**config.mk**
```make
export PLATFORM = sky130hd
export DESIGN_NAME = serial_subtractor
export DESIGN_NICKNAME = d
export VERILOG_FILES = /design/src/rtl/serial_subtractor_pkg.sv /design/src/rtl/serial_subtractor_digit.sv /design/src/rtl/serial_subtractor.sv
export SDC_FILE = /design/constraint.sdc
export NUM_CORES = 1
export LEC_CHECK = 0
export CAP_MARGIN = 40
export CORE_MARGIN = 3
export CORE_UTILIZATION = 50
export DETAILED_ROUTE_END_ITERATION = 16
export PLACE_DENSITY = 0.78
export SLEW_MARGIN = 30
export SYNTH_ARGS = -nofsm -noshare
export SYNTH_HDL_FRONTEND = slang
export SYNTH_HIERARCHICAL = 1
export SYNTH_SLANG_ARGS = --single-unit
```
**constraint.sdc**
```tcl
create_clock -name clk -period 2.7 [get_ports clk]
set_input_delay 0.54 -clock clk [delete_from_list [all_inputs] [get_ports clk]]
set_output_delay 0.54 -clock clk [all_outputs]
set_load 0.005 [all_outputs]
```
**src/rtl/serial_subtractor_pkg.sv**
```systemverilog
// sub_pkg: shared FSM encoding and counter sizing for the serial subtractor.
package sub_pkg;
    typedef logic [1:0] state_t;
    localparam state_t IDLE = 2'd0;
    localparam state_t RUN  = 2'd1;
    localparam state_t FIN  = 2'd2;
    localparam int DEF_WIDTH = 8;
    localparam int DEF_DIGIT = 1;
    localparam int NDIG = DEF_WIDTH / DEF_DIGIT;
    localparam int CW = $clog2(NDIG + 1);
    function automatic int cnt_width(input int n);
        return $clog2(n + 1);
    endfunction
endpackage

```
**src/rtl/serial_subtractor_digit.sv**
```systemverilog
// digit_subtractor: combinational ripple of DIGIT full-subtractor cells.
module digit_subtractor
    import sub_pkg::*;
#(
    parameter int DIGIT = 1
) (
    input  logic [DIGIT-1:0] x,
    input  logic [DIGIT-1:0] y,
    input  logic             bi,
    output logic [DIGIT-1:0] diff,
    output logic             bo
);
    logic brw;
    always_comb begin
        diff = '0;
        brw = bi;
        for (int i = 0; i < DIGIT; i++) begin
            diff[i] = x[i] ^ y[i] ^ brw;
            brw = (~x[i] & y[i]) | (~(x[i] ^ y[i]) & brw);
        end
        bo = brw;
    end
endmodule

```
**src/rtl/serial_subtractor.sv**
```systemverilog
// serial_subtractor: multi-cycle D = A - B - Bin, DIGIT bits per clock, LSB first,
// with start/busy/done handshake and borrow/overflow/zero flags.
module serial_subtractor
    import sub_pkg::*;
#(
    parameter int WIDTH = 8,
    parameter int DIGIT = 1
) (
    input  logic             clk,
    input  logic             rst_n,
    input  logic             start,
    input  logic [WIDTH-1:0] a,
    input  logic [WIDTH-1:0] b,
    input  logic             bin,
    output logic             busy,
    output logic             done,
    output logic [WIDTH-1:0] d,
    output logic             bout,
    output logic             ovf,
    output logic             zero
);
    localparam int ND = WIDTH / DIGIT;
    localparam int CNTW = cnt_width(ND);
    state_t state;
    logic [WIDTH-1:0] a_sh, b_sh, d_sh;
    logic [CNTW-1:0] cnt;
    logic brw, a_msb, b_msb, bo;
    logic [DIGIT-1:0] dig;
    digit_subtractor #(.DIGIT(DIGIT)) u_digit (
        .x   (a_sh[DIGIT-1:0]),
        .y   (b_sh[DIGIT-1:0]),
        .bi  (brw),
        .diff(dig),
        .bo  (bo)
    );
    assign busy = state != IDLE;
    always_ff @(posedge clk) begin
        if (!rst_n) begin
            state <= IDLE;
            a_sh  <= '0;
            b_sh  <= '0;
            d_sh  <= '0;
            cnt   <= '0;
            brw   <= 1'b0;
            a_msb <= 1'b0;
            b_msb <= 1'b0;
            done  <= 1'b0;
            d     <= '0;
            bout  <= 1'b0;
            ovf   <= 1'b0;
            zero  <= 1'b0;
        end else begin
            done <= 1'b0;
            if (state == IDLE) begin
                if (start) begin
                    a_sh  <= a;
                    b_sh  <= b;
                    d_sh  <= '0;
                    brw   <= bin;
                    cnt   <= '0;
                    a_msb <= a[WIDTH-1];
                    b_msb <= b[WIDTH-1];
                    state <= RUN;
                end
            end else if (state == RUN) begin
                // each digit enters at the top so the LSB digit ends up at bit 0
                a_sh  <= a_sh >> DIGIT;
                b_sh  <= b_sh >> DIGIT;
                d_sh  <= (d_sh >> DIGIT) | (WIDTH'(dig) << (WIDTH - DIGIT));
                brw   <= bo;
                cnt   <= cnt + 1'b1;
                state <= (cnt == CNTW'(ND - 1)) ? FIN : RUN;
            end else if (state == FIN) begin
                d     <= d_sh;
                bout  <= brw;
                ovf   <= (a_msb ^ b_msb) & (a_msb ^ d_sh[WIDTH-1]);
                zero  <= d_sh == '0;
                done  <= 1'b1;
                state <= IDLE;
            end else begin
                state <= IDLE;
            end
        end
    end
endmodule
```
== Yosys cells after proc, flatten, opt, wreduce, memory -nomap -nowiden ==
Cells that the tools add are included.
W data, S select, Z words.

* Logic and storage cells: 60
* Memory bits (writable): 0
* Bits in latches: 0
* ROM bits: 0
* Input port bits: 20
* Bits in registers: 45
* Memories kept: 0

* Bitwise gates (word level): 14
* Multiplexer cells: 20
* Add/subtract/negate cells: 1
* Reductions and logical operators: 8
* Multipliers: 0
* Equality and inequality tests: 4
* Divide/modulo/power cells: 0
* $lt $le $gt $ge: 0
* Shifts and indexed selects: 0

{| class="wikitable"
|+ Operators with widths
! operator !! count
|-
| $mux W8 || 9
|-
| $mux W4 || 3
|-
| $logic_not A8 Y1 || 1
|-
| $mux W2 || 4
|-
| $or A7 B8 Y8 || 1
|-
| $not A1 Y1 || 5
|-
| $add A4 B1 Y4 const B || 1
|-
| $eq A4 B3 Y1 const B || 1
|-
| $mux W1 || 4
|-
| $reduce_and A2 Y1 || 2
|-
| $reduce_bool A2 Y1 || 2
|-
| $xor A1 B1 Y1 || 4
|-
| $and A1 B1 Y1 || 3
|-
| $reduce_and A3 Y1 || 1
|-
| $reduce_or A3 Y1 || 1
|-
| $eq A2 B1 Y1 const B || 1
|-
| $eq A2 B2 Y1 const B || 1
|-
| $logic_not A2 Y1 || 1
|-
| $ne A2 B2 Y1 const B || 1
|-
| $or A1 B1 Y1 || 1
|}

== Depth between registers and ports, before layout ==
Gate-level depths: netlist (run 1).

* Word-level depth: 6
* Depth in mapped cells: 5

== Cells and area by module ==
The synthesis (run 1) kept the hierarchy.

{| class="wikitable"
|+ Modules (own cells, without submodules)
! module !! sequential area each (um^2) !! area each (um^2) !! cells each !! times used
|-
| serial_subtractor || 900.9 || 1794.2 || 188 || 1
|-
| digit_subtractor || 0.0 || 31.3 || 4 || 1
|}

== Worst setup path before layout (run 1) ==
Ideal clock, no wire load.

* Path kind: flip-flop to output port
* From: register state[1]
* To: output busy
* Path slack: 1369 ps
* Path buffers: 2
* Arrival time: 791 ps
* Cell stages (with the launch flop): 5
* Data required time: 2160 ps
* Cell sequence: dfxtp_1 > buf_2 > nor2_1 > buf_4 > inv_1

* Word-level cells in the longest chain between the ends: 1

{| class="wikitable"
|+ RTL lines
! element !! line !! RTL
|-
| from (decl) || serial_subtractor.sv:24 || <nowiki>state_t state;</nowiki>
|-
| from (signal assigned) || serial_subtractor.sv:72 || <nowiki>state <= (cnt == CNTW'(ND - 1)) ? FIN : RUN;</nowiki>
|-
| $reduce_bool A2 Y1 || serial_subtractor.sv:36 || <nowiki>assign busy = state != IDLE;</nowiki>
|-
| to (decl) || serial_subtractor.sv:15 || <nowiki>output logic busy,</nowiki>
|}

No other way between the ends.

== Final worst setup path (run 1) ==
* From: register state[0]
* To: output busy

Same word-level chain as after synthesis.

==> impl_metrics.py, run 1 <==
metrics = {
    "power_and_ir_drop": {
        "total_power_mw": 1.265,
        "power_density_mw_per_mm2": 564.2,
        "power_leakage_nw": 0.8849,
        "ir_worst_vdd_mv": 0.3868,
    },
    "clocking": {
        "cts_setup_buffers": 0,
        "clock_path_buffers": 2,
        "cts_hold_buf": 0,
        "cts.clk_slew.worst_paths_ns": 0.14,
        "ctsResizeCount": 0,
        "clock_latency_ns": 0.37,
        "cts_buffers": 5,
        "root_buffer": "clkbuf_4",
        "cts_sinks": 45,
        "cts_tree": "built",
        "h-tree-depth": 2,
    },
    "die": {
        "boundaryPins": 33,
        "dieWidth_um": 66.43,
        "dieArea_mm2": 0.004412,
        "floorplan.core_area_mm2": 0.003416,
        "start_util_pct": 53.44,
        "rows": 21,
        "die_h_um": 66.43,
    },
    "detailed_routing": {
        "first_pass_iters": 4,
        "avgViaCountPerCell": 5.483,
        "wl_per_cell_um": 13.15,
        "vias": 1464,
        "drt_iter0_drc": 65,
        "route.detailed.drc": 0,
        "wirelength_um": 3512,
        "antenna_left": 0,
    },
    "sta": {
        "setup_ws_ns": 0.5528,
        "slew_headroom_pct": 61.75,
        "setup_viol": 0,
        "fin_tns_setup_ns": 0,
        "period_needed_ns": 2.147,
        "max_freq_mhz": 465.7,
        "skew_ns": 0.01088,
        "final_hold_viol_count": 0,
        "rsz0062_at_grt": "no",
        "finalCritPeriodShare_pct": 79.52,
        "worst_pin_slew_ns": 0.5738,
        "maxSlewViolCount": 0,
    },
    "critical_path": {
        "path_buf_inv": 2,
        "crit_family": "flip-flops",
        "cp-start-kind": "flop",
        "worstPathRequired_ns": 2.16,
        "slowest_delay_ns": 0.62,
        "cp_cell_sequence": "nor2_2 -> inv_1 -> clkdlybuf4s50_1",
        "worstSetupEndpointType": "primary output",
        "worstPathMaxFanout": 13,
        "worstPathArrival_ns": 1.61,
        "cp_slowest_cell": "dfxtp_1",
        "crit_type": "reg2out",
    },
    "logic_synthesis": {
        "synthTopCellsByArea": "dfxtp_1 49%, mux2i_1 7.7%, nand2_1 4.7%, a21oi_1 4.7%, a22o_1 4.3%",
        "synthTopCellsByCount": "45 x dfxtp_1, 23 x nand2_1, 17 x a21oi_1, 15 x o21ai_1, 14 x mux2i_1",
        "ys_types": 36,
        "netlist.area_leader.share_pct": 49.35,
        "netlist_area_mm2": 0.001826,
        "synth_most_common_cell": "dfxtp_1",
        "syn_inst": 192,
        "syn_nets": 214,
        "synth_edf_count": 0,
        "ys_ff_latch": 45,
        "ys_async_sr_fraction_pct": 0,
        "synth_warnings": 6,
        "yosysTopAreaCell": "dfxtp_1",
        "synth-seq-area-share_pct": 49.35,
        "ys.flop_type": "dfxtp_1",
        "avgSynthCellArea_um2": 9.508,
    },
    "global_route": {
        "grt_pass1_vias": 1382,
        "grt_util_all_layers_pct": 18.14,
        "antenna_found_initial": 0,
        "grt_pass1_wl_um": 6134,
        "grt_overflow": 0,
        "grt_max_degree": 31,
    },
    "run": {
        "cap_violations": 0,
    },
    "place": {
        "port_buffers": 32,
        "place_ws_ns": 0.6696,
        "place_hpwl_um": 2487,
        "gp_congestion": 0.7520,
        "placed_cell_area_mm2": 0.002151,
    },
    "finish": {
        "antenna_cells": 0,
        "design_area_mm2": 0.002242,
        "nets": 242,
        "synthToLayoutAreaGrowth_pct": 22.82,
        "drive_above_1_share_pct": 6.787,
    },
    "hold_path": {
        "hold_class": "reg2reg",
    },
    "status": {
        "status": "completed",
    },
}
-- power breakdown --
group	total, mW	internal (mW)	leakage [nW]	switching (mW)
Sequential	0.712	0.692	0.368	0.0205
Clock	0.426	0.196	0.0414	0.230
Combinational	0.127	0.0691	0.476	0.0579
Total	1.26	0.957	0.885	0.308
-- final cells by class --
type | count | area [um2]
fillers | 300 | 1174
flip-flops and latches | 45 | 900.9
multi-input cells | 128 | 834.6
repair buffers | 36 | 350.3
well taps | 46 | 57.56
clock inverters | 3 | 46.29
clock buffers | 5 | 37.54
inverters | 4 | 15.01
-- flip-flops by register name, summed over array words and instances (netlist names) --
| name | count |
|---|---|
| b_msb | 1 |
| d | 8 |
| cnt | 4 |
| done | 1 |
| b_sh | 8 |
| a_msb | 1 |
| ovf | 1 |
| zero | 1 |
| bout | 1 |
| brw | 1 |
| state | 2 |
| a_sh | 8 |
| d_sh | 8 |
-- kinds of logic (layout without fill, tap and decap cells) --
kind of cell | after synthesis | count (layout) | share of synthesized area (%)
multiplexers | 14 | 14 | 7.676
flip-flops | 45 | 45 | 49.35
adder cells (fa/ha/maj) | 2 | 2 | 1.782
AND/OR/NAND/NOR | 49 | 49 | 14.05
AO/OA/AOI/OAI | 63 | 63 | 22.07
buffers and inverters | 19 | 48 | 5.072
-- worst register-to-register path: stages, from the launching register on --
cell and delay [ns]:
dfxtp_1 0.62, o21ba_2 0.59, o21ai_1 0.15, a21oi_1 0.13
-- per-layer routing --
metal	share of wire, %	wire length (um)	global-route usage, %	vias up
met4	1.8	63	7.614	0
met2	47	1651	30.86	37
met5	0	0	0	-
met3	4.8	167	4.252	8
met1	46	1629	21.68	678
li1	-	-	-	741
-- metrics by stage --
| step | cells | util, % | hold WS, ns |
|---|---|---|---|
| global placement | 258 | 62.97 | 0.4409 |
| floorplan | 192 | - | 0.4436 |
| CTS | 266 | 65.42 | 0.4648 |
| finish | 267 | 65.64 | 0.4611 |
| detailed placement | 258 | 62.97 | 0.4461 |
| global route | 267 | 65.64 | 0.4781 |
-- path summary, 6_finish.rpt --
check	slack, ns	to	startpoint	cells past startpoint
hold / removal	0.46	d[4]$_SDFFE_PN0P_	d[4]$_SDFFE_PN0P_	2
hold reg to reg	0.46	d[4]$_SDFFE_PN0P_	d[4]$_SDFFE_PN0P_	2
setup reg to reg	1.15	b_sh[3]$_SDFFE_PN0P_	state[0]$_SDFFE_PN0P_	3
setup / recovery	0.55	busy	state[0]$_SDFFE_PN0P_	3
-- placed cells by master (no fill, tap or decap), types with 2 or more instances in the layout --
master,instances
a21boi_0,2
o21ai_1,15
dfxtp_1,45
o21ai_0,2
nor2b_1,2
buf_4,3
nand4_1,2
nand3_1,4
nor4_1,2
a21oi_1,17
nand2_1,23
clkbuf_4,6
and2_1,4
a22o_1,9
mux2i_1,14
and3_1,3
clkdlybuf4s50_1,32
o21a_1,4
inv_1,4
a21boi_1,10
(Power assumes the default switching activity.)
==> run 2: changes to the inputs <==
--- a/config.mk
+++ b/config.mk
@@ -7,9 +7,9 @@
 export LEC_CHECK = 0
 export CAP_MARGIN = 40
 export CORE_MARGIN = 3
-export CORE_UTILIZATION = 50
+export CORE_UTILIZATION = 46
 export DETAILED_ROUTE_END_ITERATION = 16
-export PLACE_DENSITY = 0.78
+export PLACE_DENSITY = 0.75
 export SLEW_MARGIN = 30
 export SYNTH_ARGS = -nofsm -noshare
 export SYNTH_HDL_FRONTEND = slang
==> constraint.sdc (replaced) <==
create_clock -name clk -period 1.9 [get_ports clk]
set_input_delay 0.38 -clock clk [delete_from_list [all_inputs] [get_ports clk]]
set_output_delay 0.38 -clock clk [all_outputs]
set_load 0.005 [all_outputs]
==> run 2 against run 1 <==
Count of clock-buffer cells in the layout is the same; clock skew is essentially flat; global-route usage shrank 2.6 points; sequential share of layout area shrank 0.99 points; critical endpoint unchanged; critical path type unchanged; final area grew 2.7%; highest routed layer unchanged; routed wire length shrank 3.1%.
==> impl_metrics.py, run 2 (same netlist as run 1, synthesis figures left out) <==
metrics = {
    "global_route": {
        "grt_pass1_vias": 1255,
        "grt_max_degree": 31,
        "grt_pass1_wl_um": 5437,
        "grt_overflow": 0,
        "antenna_found_initial": 0,
        "grt_util_all_layers_pct": 15.50,
    },
    "power_and_ir_drop": {
        "power_density_mw_per_mm2": 778.5,
        "power_leakage_nw": 0.9186,
        "total_power_mw": 1.792,
        "ir_worst_vdd_mv": 0.4924,
    },
    "critical_path": {
        "crit_family": "buffers and inverters",
        "worstSetupEndpointType": "primary output",
        "slowest_delay_ns": 0.50,
        "reg2reg_depth": 4,
        "crit_type": "reg2out",
        "path_depth": 3,
        "r2r_end": "b_sh[7]$_SDFFE_PN0P_",
        "cp-startpoint": "state[1]$_SDFFE_PN0P_",
        "reg2reg_slack_ns": 0.65,
        "worstPathMaxFanout": 10,
        "worstPathRequired_ns": 1.52,
        "path_buf_inv": 2,
        "cp_cell_sequence": "nor2_2 -> inv_1 -> clkdlybuf4s50_1",
        "crit_path_end": "busy",
        "worstPathArrival_ns": 1.35,
        "reg2reg_from": "state[1]$_SDFFE_PN0P_",
        "cp-start-kind": "flop",
        "cp_slowest_cell": "clkdlybuf4s50_1",
    },
    "die": {
        "boundaryPins": 33,
        "rows": 22,
        "die_h_um": 69.00,
        "dieArea_mm2": 0.004760,
        "start_util_pct": 48.76,
        "dieWidth_um": 69.00,
        "floorplan.core_area_mm2": 0.003744,
    },
    "run": {
        "cap_violations": 0,
    },
    "finish": {
        "antenna_cells": 0,
        "final_util_pct": 61.50,
        "nets": 247,
        "mostFrequentLayoutCells": "44 x dfxtp_1, 32 x clkdlybuf4s50_1, 23 x nand2_1",
        "synthToLayoutAreaGrowth_pct": 26.11,
        "design_area_mm2": 0.002302,
        "fin_cells": 274,
        "final_common_cell": "dfxtp_1",
        "drive_above_1_share_pct": 9.292,
    },
    "detailed_routing": {
        "antenna_left": 0,
        "route.detailed.drc": 0,
        "avgViaCountPerCell": 5.164,
        "vias": 1415,
        "drt_iter0_drc": 66,
        "wl_per_cell_um": 12.42,
        "first_pass_iters": 4,
        "wirelength_um": 3404,
    },
    "sta": {
        "hold_ws_ns": 0.4532,
        "setup_ws_ns": 0.1658,
        "worst_pin_slew_ns": 0.3873,
        "slew_headroom_pct": 74.18,
        "rsz0062_at_grt": "no",
        "skew_ns": 0.01047,
        "final_hold_viol_count": 0,
        "finalCritPeriodShare_pct": 91.27,
        "period_needed_ns": 1.734,
        "maxSlewViolCount": 0,
        "setup_viol": 0,
        "max_freq_mhz": 576.7,
        "fin_tns_setup_ns": 0,
    },
    "place": {
        "place_hpwl_um": 2407,
        "port_buffers": 32,
        "place_ws_ns": 0.2320,
        "placedCellCount": 266,
        "placed_cell_area_mm2": 0.002211,
        "gp_congestion": 0.7246,
    },
    "clocking": {
        "clock_latency_ns": 0.30,
        "root_buffer": "clkbuf_8",
        "cts_sinks": 45,
        "cts.clk_slew.worst_paths_ns": 0.09,
        "cts_buffers": 5,
        "clock_path_buffers": 2,
        "h-tree-depth": 2,
        "cts_setup_buffers": 0,
        "cts_tree": "built",
    },
    "hold_path": {
        "hold_depth": 2,
        "hold_class": "reg2reg",
    },
    "status": {
        "status": "completed",
    },
}
## run 2: how the worst min path moves through the flow
stage	from	endpoint	slack, ns
after floorplan	d_sh[0]$_SDFFE_PN0P_	d[0]$_SDFFE_PN0P_	0.44
after global placement	zero$_SDFFE_PN0P_	zero$_SDFFE_PN0P_	0.44
after detailed placement	zero$_SDFFE_PN0P_	zero$_SDFFE_PN0P_	0.45
after CTS	d[2]$_SDFFE_PN0P_	d[2]$_SDFFE_PN0P_	0.46
after global routing	d[2]$_SDFFE_PN0P_	d[2]$_SDFFE_PN0P_	0.47
final	d[7]$_SDFFE_PN0P_	d[7]$_SDFFE_PN0P_	0.45
## run 2: where the power goes
group          total, mW  leakage (nW)  internal (mW)  switching [mW]
sequential          1.01         0.368          0.981          0.0248
combinational      0.198         0.506          0.110          0.0880
clock              0.588        0.0445          0.261           0.327
total               1.79         0.919           1.35           0.440
## run 2: timing repair
action | CTS | global route
hold buffers | 0 | 0
endpoints found under the setup margin | 0 | 1
resized for setup | 0 | 1
## run 2: area by class of cell
| type | count | area [um2] |
|---|---|---|
| flip-flops and latches | 45 | 902.1 |
| repair buffers | 41 | 400.4 |
| fillers | 362 | 1441 |
| inverters | 4 | 15.01 |
| clock buffers | 5 | 68.82 |
| multi-input cells | 128 | 834.6 |
| clock inverters | 3 | 21.27 |
| well taps | 48 | 60.06 |
## run 2: metal layers
| layer | GRT usage [%] | up-vias | wire length [um] |
|---|---|---|---|
| met3 | 4.052 | 4 | 121 |
| met5 | 0 | - | 0 |
| met1 | 16.68 | 635 | 1604 |
| met4 | 8.759 | 0 | 51 |
| met2 | 27.26 | 22 | 1626 |
| li1 | - | 754 | - |
## run 2: worst reg2reg max path: cells and delay by family, from the launching register on
family | cells | cell delay [ns]
buffers and inverters | 1 | 0.22
DFF | 1 | 0.43
AOI/OAI and AO/OA | 1 | 0.18
and+or+nand+nor | 2 | 0.31
==> run 3: changes to the inputs <==
--- a/config.mk
+++ b/config.mk
@@ -7,9 +7,11 @@
 export LEC_CHECK = 0
 export CAP_MARGIN = 40
 export CORE_MARGIN = 3
-export CORE_UTILIZATION = 46
+export CORE_UTILIZATION = 48
+export CTS_BUF_LIST = sky130_fd_sc_hd__clkbuf_2 sky130_fd_sc_hd__clkbuf_4 sky130_fd_sc_hd__clkbuf_8
 export DETAILED_ROUTE_END_ITERATION = 16
-export PLACE_DENSITY = 0.75
+export PLACE_DENSITY = 0.78
+export SETUP_SLACK_MARGIN = 0.4
 export SLEW_MARGIN = 30
 export SYNTH_ARGS = -nofsm -noshare
 export SYNTH_HDL_FRONTEND = slang
==> run 3 against run 2 <==
Sequential cell count stayed put; largest cell class unchanged; final cell count down 0.36%; sequential power is essentially flat; combinational power about the same.
==> impl_metrics.py, run 3 (same netlist as run 1, synthesis figures left out) <==
metrics = {
    "status": {
        "status": "completed",
    },
    "clocking": {
        "clock_path_buffers": 2,
        "cts_sinks": 45,
        "clock_latency_ns": 0.31,
        "cts_buffers": 5,
        "cts.clk_slew.worst_paths_ns": 0.09,
        "cts_tree": "built",
        "h-tree-depth": 2,
        "root_buffer": "clkbuf_8",
    },
    "critical_path": {
        "worstSetupEndpointType": "primary output",
        "worstPathArrival_ns": 1.01,
        "cp-start-kind": "flop",
        "worstPathRequired_ns": 1.52,
        "worstPathMaxFanout": 2,
        "crit_type": "reg2out",
    },
    "global_route": {
        "grt_util_all_layers_pct": 17.94,
        "grtUsageMet1_pct": 17.61,
        "grt_overflow": 0,
        "met3_usage_pct": 6.988,
        "grt-busiest-layer": "met2",
        "grt_pass1_vias": 1402,
        "grt_pass1_wl_um": 5940,
        "grt_max_degree": 20,
        "use_met2_pct": 32.32,
        "antenna_found_initial": 0,
    },
    "sta": {
        "period_needed_ns": 1.394,
        "skew_ns": 0.009776,
        "fin_tns_setup_ns": 0,
        "setup_viol": 0,
        "slew_headroom_pct": 76.43,
        "rsz0062_at_grt": "no",
        "final_hold_viol_count": 0,
        "hold_ws_ns": 0.4534,
        "max_freq_mhz": 717.4,
        "finalCritPeriodShare_pct": 73.36,
        "setup_ws_ns": 0.5061,
        "worst_pin_slew_ns": 0.3535,
        "maxSlewViolCount": 0,
    },
    "run": {
        "cap_violations": 0,
    },
    "finish": {
        "final_util_pct": 66.63,
        "synthToLayoutAreaGrowth_pct": 27.55,
        "multi_input_area_um2": 839.6,
        "design_area_mm2": 0.002328,
        "drive_above_1_share_pct": 14.10,
        "seq_area_um2": 917.1,
        "nets": 248,
        "mostFrequentLayoutCells": "34 x dfxtp_1, 23 x nand2_1, 19 x clkdlybuf4s50_1",
        "antenna_cells": 0,
        "final_common_cell": "dfxtp_1",
        "fin_cells": 273,
        "fillers": 291,
    },
    "place": {
        "placed_cell_area_mm2": 0.002196,
        "gp_congestion": 0.9048,
        "place_hpwl_um": 2705,
        "port_buffers": 32,
        "placedCellCount": 264,
        "place_ws_ns": 0.2378,
    },
    "power_and_ir_drop": {
        "total_power_mw": 1.921,
        "power_leakage_nw": 1.009,
        "power_density_mw_per_mm2": 825.0,
        "ir_worst_vdd_mv": 0.6296,
    },
    "die": {
        "rows": 21,
        "die_h_um": 67.67,
        "start_util_pct": 52.24,
        "dieArea_mm2": 0.004579,
        "dieWidth_um": 67.67,
        "floorplan.core_area_mm2": 0.003495,
        "boundaryPins": 33,
    },
    "detailed_routing": {
        "vias": 1481,
        "wl_per_cell_um": 13.44,
        "avgViaCountPerCell": 5.425,
        "wirelength_um": 3670,
        "route.detailed.drc": 0,
        "first_pass_iters": 4,
        "drt_iter0_drc": 76,
        "antenna_left": 0,
    },
    "hold_path": {
        "hold_class": "reg2reg",
    },
}
## run 3: routing by layer
layer / vias to the layer above / wire, um / share of wire [%]
met4: 0 / 73 / 2.0
met3: 6 / 233 / 6.3
met5: - / 0 / 0
met2: 42 / 1827 / 50
met1: 683 / 1535 / 42
li1: 750 / - / -
## run 3: area by class of cell
type                            count  area share [%]
Clock buffer                        5           2.955
Timing Repair Buffer               42           16.50
Tap cell                           46           2.472
Sequential cell                    45           39.39
Clock inverter                      3           1.988
Multi-Input combinational cell    128           36.06
Inverter                            4          0.6448
## run 3: where the power goes
part / internal [mW] / switching (mW)
Sequential: 0.980 / 0.0250
Clock: 0.393 / 0.327
Combinational: 0.106 / 0.0899
## run 3: path summary, 6_finish.rpt
path / startpoint / to / slack, ns / cells after the start
worst max-delay path: state[1]$_SDFFE_PN0P_ / busy / 0.51 / 3
worst min-delay path: d[4]$_SDFFE_PN0P_ / d[4]$_SDFFE_PN0P_ / 0.45 / 2
worst max register to register: state[1]$_SDFFE_PN0P_ / d_sh[3]$_SDFFE_PN0P_ / 0.60 / 4
worst min register to register: d[4]$_SDFFE_PN0P_ / d[4]$_SDFFE_PN0P_ / 0.45 / 2
## run 3: worst max-delay path: stages (launching register included)
cell and delay (ns):
dfxtp_4 0.36, nor2_4 0.10, inv_1 0.04, clkdlybuf4s15_1 0.20
## run 3: timing repair
action / CTS / global route
buffers inserted: 1 / 0
resized for setup: 24 / 3
pin swaps: 0 / 0
hold buffers: 0 / 0
endpoints found under the setup margin: 12 / 2
